### src/rtl/ifetch_unit.sv
// ifetch_unit: fetch stage between the PC register and decode.
// Runs a single-outstanding req/ack fetch and buffers results in a FIFO.
module ifetch_unit #(
  parameter int DEPTH = 2
) (
  input  logic        i_clk,
  input  logic        i_rst,
  input  logic [31:0] i_pc,
  output logic        o_pcwr,
  input  logic        i_flush,
  output logic        o_imem_req,
  output logic [31:0] o_imem_addr,
  input  logic        i_imem_ack,
  input  logic [31:0] i_imem_rdata,
  output logic        o_if_valid,
  output logic [31:0] o_if_instr,
  output logic [31:0] o_if_pc,
  input  logic        i_id_ready
);

  localparam int AW = (DEPTH > 1) ? $clog2(DEPTH) : 1;
  localparam logic [AW:0]   FULL = (AW+1)'(DEPTH);
  localparam logic [AW:0]   CONE = (AW+1)'(1);
  localparam logic [AW-1:0] PONE = AW'(1);

  typedef enum logic [1:0] {
    S_IDLE = 2'd0,
    S_WAIT = 2'd1,
    S_DROP = 2'd2
  } state_t;

  state_t      r_state;
  logic [AW:0] r_count;
  logic [AW-1:0] r_wptr;
  logic [AW-1:0] r_rptr;
  logic [31:0] r_q_pc  [DEPTH];
  logic [31:0] r_q_ins [DEPTH];

  logic w_wait;
  logic w_push;
  logic w_pop;

  assign w_wait     = (r_state == S_WAIT);
  assign w_push     = w_wait & i_imem_ack & ~i_flush;
  assign o_if_valid = (r_count != '0);
  assign w_pop      = o_if_valid & i_id_ready;
  assign o_pcwr     = i_rst | i_flush | (w_wait & i_imem_ack);
  assign o_if_pc    = o_if_valid ? r_q_pc[r_rptr]  : '0;
  assign o_if_instr = o_if_valid ? r_q_ins[r_rptr] : '0;

  // Fetch FSM: issue from IDLE, keep data in WAIT, discard it in DROP.
  always_ff @(posedge i_clk) begin
    if (i_rst) begin
      r_state     <= S_IDLE;
      o_imem_req  <= 1'b0;
      o_imem_addr <= '0;
    end else begin
      unique case (r_state)
        S_IDLE: begin
          if (!i_flush && (r_count < FULL)) begin
            o_imem_addr <= i_pc;
            o_imem_req  <= 1'b1;
            r_state     <= S_WAIT;
          end
        end
        S_WAIT: begin
          if (i_imem_ack) begin
            o_imem_req <= 1'b0;
            r_state    <= S_IDLE;
          end else if (i_flush) begin
            r_state <= S_DROP;
          end
        end
        S_DROP: begin
          if (i_imem_ack) begin
            o_imem_req <= 1'b0;
            r_state    <= S_IDLE;
          end
        end
        default: begin
          o_imem_req <= 1'b0;
          r_state    <= S_IDLE;
        end
      endcase
    end
  end

  // Queue pointers and occupancy; a flush empties the queue outright.
  always_ff @(posedge i_clk) begin
    if (i_rst || i_flush) begin
      r_count <= '0;
      r_wptr  <= '0;
      r_rptr  <= '0;
    end else begin
      if (w_push) begin
        r_wptr <= r_wptr + PONE;
      end
      if (w_pop) begin
        r_rptr <= r_rptr + PONE;
      end
      unique case ({w_push, w_pop})
        2'b10:   r_count <= r_count + CONE;
        2'b01:   r_count <= r_count - CONE;
        default: r_count <= r_count;
      endcase
    end
  end

  // Queue storage: returned word tagged with the address it was fetched from.
  always_ff @(posedge i_clk) begin
    if (w_push && !i_rst) begin
      r_q_pc[r_wptr]  <= o_imem_addr;
      r_q_ins[r_wptr] <= i_imem_rdata;
    end
  end

endmodule

### config.mk
export PLATFORM = sky130hd
export DESIGN_NAME = ifetch_unit
export DESIGN_NICKNAME = d
export VERILOG_FILES = /design/src/rtl/ifetch_unit.sv
export SDC_FILE = /design/constraint.sdc
export NUM_CORES = 1
export LEC_CHECK = 0
export ABC_AREA = 0
export CORE_MARGIN = 3
export CORE_UTILIZATION = 45
export DETAILED_ROUTE_END_ITERATION = 8
export PLACE_DENSITY = 0.83
export SYNTH_ARGS = -nofsm -noshare
export SYNTH_HDL_FRONTEND = slang
export SYNTH_SLANG_ARGS = --single-unit
### constraint.sdc
create_clock -name i_clk -period 7.6 [get_ports i_clk]
set_input_delay 1.14 -clock i_clk [delete_from_list [all_inputs] [get_ports i_clk]]
set_output_delay 1.14 -clock i_clk [all_outputs]
set_load 0.1 [all_outputs]
==> flow_metrics.tcl <==
set metrics [dict create \
    final_util 0.634 \
    area_delta_synth_final_pct 37.2 \
    hp-start "o_imem_addr[7]$_SDFFE_PP0P_" \
    maxCapViolCount 0 \
    power.density_nw_per_um2 241 \
    slowest_delay_ns 1.17 \
    setup_viol 0 \
    post_cts_hold_buffer_count 0 \
    use_met3 0.0505 \
    postCtsSetupBuffers 0 \
    vias 4031 \
    min_period_ns 4.39 \
    wire_per_inst_um 15.9 \
    drtPass1Iterations 4 \
    die_h_um 126 \
    leakage_uw 0.00289 \
    crit_path_end_kind "output pin" \
    viasPerCell 4.90 \
    grt_pass1_wl_um 21000 \
    critPathBufInv 2 \
    finClkSkew_ns 0.00674 \
    dpl.hpwl_um 8500 \
    report.final.hold_viol_count 0 \
    peakVddDrop_mv 0.170 \
    syn-cell-area_um2 6440 \
    final_area_um2 8840 \
    antenna_found_initial 0 \
    clk_pin_slew_ns 0.06 \
    ys_seq_area_frac 0.721 \
    cts_buffer_depth 2 \
    globalRouteOverflowTotal 0 \
    io_pins 168 \
    finalMaxSlewViolations 0 \
    clockRootBuffer "clkbuf_16" \
    hold_class "reg2reg" \
    top_usage_layer "met2" \
    globalRouteMet1Util 0.203 \
    grt_pass1_vias 4194 \
    reg2reg_slack_ns 5.48 \
    clk_latency_ns 0.41 \
    placed_cell_area_um2 8250 \
    synth_cells 464 \
    syn_avg_cell_area_um2 13.9 \
    worst_slew_pin_slew_ns 1.02 \
    ys_ff_latch 168 \
    setup_tns_ns 0 \
    worstPathArrival_ns 3.25 \
    grt_max_degree 66 \
    place_congestion 0.817 \
    cts_buffers 17 \
    finalWirelength_um 13100 \
    initial_utilization 0.462 \
    fin_crit_sh 0.578 \
    rows 43 \
    yosysWarnings 0 \
    r2r-start "r_state[1]$_SDFFE_PP0P_" \
    drt_drc_violations_left 0 \
    grt_usage 0.169 \
    met2_usage 0.290 \
    layout-drive-gt1-share 0.0918 \
    ant_nets 0 \
    syn_nets 537 \
    instances_no_fill 823 \
    crit_family "buffers and inverters" \
    relSlewSlack 0.321 \
    die_x_um 126 \
    max_clock_freq_mhz 228 \
    rsz0062_at_grt "no" \
    path_class "reg2out" \
    power_uw 2130 \
    outcome "complete, no violations" \
    worstPathRequired_ns 6.46 \
    die_area_um2 15800 \
    core_area_um2 13900 \
    dp.cells 791 \
    drt_iter0_drc 281 \
    start_kind "flip-flop" \
    tritoncts "yes" \
    antenna_cells 0 \
    cts_sinks 168 \
    worstPathMaxFanout 34 \
    critical_path.cell_chain "buf_4 > mux2i_1 > nor2_1 > clkdlybuf4s50_1" \
    htree_levels 4 \
    yosysUniqueCellTypes 29 \
    crit_slowest_cell "clkdlybuf4s50_1" \
    cts_resized 0 \
    nets 703 \
    port_buffers 167 \
]
-- placed cells by master (no fill, tap or decap), types with 2 or more instances in the layout --
cell type,n
clkdlybuf4s50_1,166
edfxtp_1,128
nor2_1,67
mux2i_1,65
nand2_1,57
dfxtp_1,39
a21oi_1,25
clkbuf_16,17
nand2_2,10
a21oi_2,10
inv_1,6
buf_4,6
nor3_1,4
ha_1,4
clkbuf_1,4
xor2_1,3
clkinvlp_4,3
bufinv_16,3
o21ai_0,2
nor2_4,2
a211oi_1,2
or3_1,2
inv_6,2
-- metrics by stage --
step | worst slack [ns] | hold slack [ns]
6_report | 3.21 | 0.489
5_1_grt | 3.04 | 0.507
4_1_cts | 3.16 | 0.491
3_5_place_dp | 3.23 | 0.475
3_3_place_gp | 3.26 | 0.465
2_1_floorplan | 1.27 | 0.511
-- registers in the layout, summed over array words and instances, names as in the netlist, named ones only --
signal       cells
r_rptr           1
r_count          2
o_imem_req       1
r_state          2
r_q_ins         64
r_wptr           1
o_imem_addr     32
r_q_pc          64
-- routing by layer --
metal,vias to the layer above,part of all wire
met4,0,0.013
met1,1923,0.42
met2,118,0.51
met3,18,0.060
li1,1972,-
met5,-,0
-- path summary, 6_finish.rpt --
check / to / cells after the start
hold reg to reg: o_imem_addr[7]$_SDFFE_PP0P_ / 2
setup reg to reg: r_q_ins[0][29]$_DFFE_PP_ / 5
setup / recovery: o_if_instr[0] / 4
hold / removal: o_imem_addr[7]$_SDFFE_PP0P_ / 2
-- synthesized netlist by cell type --
cell,number,share of area
mux2i_1,65,0.10
nand2b_1,1,0.00097
inv_1,6,0.0035
a211oi_1,2,0.0023
edfxtp_1,128,0.60
nor4_1,1,0.00097
a21oi_2,10,0.014
or3b_1,1,0.0014
o21bai_1,1,0.0012
clkbuf_1,5,0.0029
dfxtp_1,40,0.12
nand3_1,1,0.00078
nor3b_2,1,0.0019
nand2_2,10,0.0097
nor2_1,69,0.040
nand2_1,57,0.033
a2111oi_0,1,0.0014
o21ai_0,2,0.0016
a21boi_0,1,0.0012
ha_1,4,0.0078
buf_8,1,0.0023
xor2_1,3,0.0041
o31a_1,1,0.0014
buf_2,16,0.012
a21oi_1,25,0.019
or3_1,2,0.0019
xnor2_1,1,0.0014
nor3_1,5,0.0039
buf_6,4,0.0070
-- tightest hold or removal path: cells and delay by family (launching register included) --
| kind | cells | cell delay [ns] |
|---|---|---|
| simple gates | 1 | 0.07 |
| flops | 1 | 0.33 |
| compound gates | 1 | 0.05 |
-- cell families after synthesis --
family | count (synthesis) | share of synthesized area
flops | 168 | 0.721
simple gates | 148 | 0.0950
mux | 65 | 0.101
compound gates | 43 | 0.0419
buf+inv | 32 | 0.0282
xor+xnor | 4 | 0.00544
fa+ha+maj | 4 | 0.00777
-- report_power, final --
group	internal [µW]	leakage, µW	switching, µW
logic	77.5	0.00112	182
clock network	518	0.000276	331
registers	1010	0.00149	16.5
-- layout make-up --
| class | count | area, µm² |
|---|---|---|
| Inverter | 6 | 22.5 |
| Multi-Input combinational cell | 264 | 1640 |
| Sequential cell | 168 | 4650 |
| Clock inverter | 11 | 148 |
| Clock buffer | 21 | 440 |
| Tap cell | 180 | 225 |
| Timing Repair Buffer | 173 | 1710 |
| Fill cell | 1016 | 5090 |
Power figures use the tool's default switching activity.
==> edit (same flow settings) <==
Re-encode `state_t` (3 states) as one-hot, 3 bits wide.
--- a/src/rtl/ifetch_unit.sv
+++ b/src/rtl/ifetch_unit.sv
@@ -25,6 +25,6 @@
 
-  typedef enum logic [1:0] {
-    S_IDLE = 2'd0,
-    S_WAIT = 2'd1,
-    S_DROP = 2'd2
+  typedef enum logic [2:0] {
+    S_IDLE = 3'b001,
+    S_WAIT = 3'b010,
+    S_DROP = 3'b100
   } state_t;
Behaviour: same outputs for any inputs over 4 cycles, from zero or initial values and one cycle with i_rst high; so few cycles prove little.
==> edit against the original RTL <==
  * Die area increased by 3.9%
  * Clock power increased by 6.7%
  * Setup slack got worse by 68 ps
  * Critical path depth unchanged
  * Synthesized cell count decreased by 0.22%
  * Design area increased by 3.4%
  * Sequential share of layout area decreased by 1.5 points
  * Area after synthesis increased by 4.1%
  * Register-to-register slack about the same
  * Wire length increased by 2.9%
  * Critical endpoint is now o_pcwr
  * Power increased by 1.0%
  * Critical path type is now in -> out
  * Sequential cell count increased by 1
==> edit: results <==
run_status:
  outcome: "finished clean"
global_routing:
  grt_pass1_vias: 4200
  grt_pass1_wl_um: 21360
  use_met2_pct: 28.13
  grt_usage_pct: 16.90
  grtUsageMet1_pct: 21.11
  gr-usage-met3_pct: 4.792
  grt_start_max_net_pins: 74
sta:
  clock-skew-final_ps: 5.678
yosys:
  yosysSeqAreaShare_pct: 69.51
  yosys-top-cells-count: "edfxtp_1 (128), mux2i_1 (96), nor2_1 (70)"
  yosys-top-cells-area: "edfxtp_1 (57%), mux2i_1 (14%), dfxtp_1 (12%)"
  synthesis.nets: 533
power_and_ir_drop:
  ir_drop_v: 0.0001297
  power_frac_comb_pct: 10.3
  leakage_nw: 3.027
  clock_power_mw: 0.905
  internal-power_mw: 1.657
layout:
  sh_seq_area_pct: 51.06
  n_all_buffers: 171
  drive_above_1_share_pct: 6.573
  final_nets: 696
  reg_top3: "r_q_ins: 64 flops, r_q_pc: 64 flops, o_imem_addr: 32 flops"
  clkCellAreaFrac_pct: 6.911
  multi_input_comb_area_mm2: 0.001909
  fillers: 1019
  clkbuf_count: 22
  seq_cell_count: 169
  num-nonclk-inverters: 3
placed_design:
  gp_congestion: 0.8015
drt:
  post_drt_wl_per_cell_um: 16.46
  vias_per_cell: 4.982
  drt_iter0_drc: 285
  firstDrtPassIters: 6
setup_path:
  critPathArrivalTime_ps: 3320
  path_max_fanout: 73
clock_network:
  clock_latency_ps: 410
## edit: cell count changes after synthesis, sizes merged, moves of 2 or more
cell	change
nor4b	+2
a21oi	-33
buf	-4
inv	-3
mux2i	+31
clkbuf	+5
nand2	-66
ha	-3
nand2b	+66
## edit: path summary, 6_finish.rpt
| check | from | end | slack, ps | cells after the start |
|---|---|---|---|---|
| min | o_imem_addr[23] | r_q_pc[0][23] | 500 | 0 |
| max | i_rst | o_pcwr | 3140 | 4 |
| max reg2reg | r_state[2] | r_q_pc[1][0] | 5480 | 3 |
| min reg2reg | o_imem_addr[23] | r_q_pc[0][23] | 500 | 0 |
## edit: metrics by stage
step / setup WS (ps) / instance area [um2] / total power [mW] / cells / utilization [%]
detailed placement: 3117 / 8511 / 1.268 / 787 / 59.92
global placement: 3221 / 8511 / 1.263 / 787 / 59.92
CTS: 3119 / 9143 / 2.174 / 819 / 64.37
global route: 2988 / 9143 / 2.222 / 819 / 64.37
finish: 3138 / 9143 / 2.153 / 819 / 64.37
floorplan: 2858 / 6710 / 1.192 / 463 / -
## edit: per-layer routing
metal  vias to the layer above  part of all wire (%)  wire length (um)
met5                         -                     0                 0
met4                         0                   1.6               217
met3                        19                   6.1               824
met2                       147                    50              6676
met1                      1931                    43              5765
li1                       1983                     -                 -
## edit: kinds of logic after synthesis
kind of cell | count (synthesis) | synth area share [%]
fa+ha+maj | 1 | 0.1864
simple gates | 153 | 12.12
flops | 169 | 69.51
compound gates | 10 | 1.063
xor+xnor | 4 | 0.5222
buf+inv | 30 | 2.275
mux | 96 | 14.32
## edit: critical path, stage by stage
cell and delay (ps):
buf_2 670, nor2_1 220, nand2b_1 140, clkdlybuf4s50_1 1140
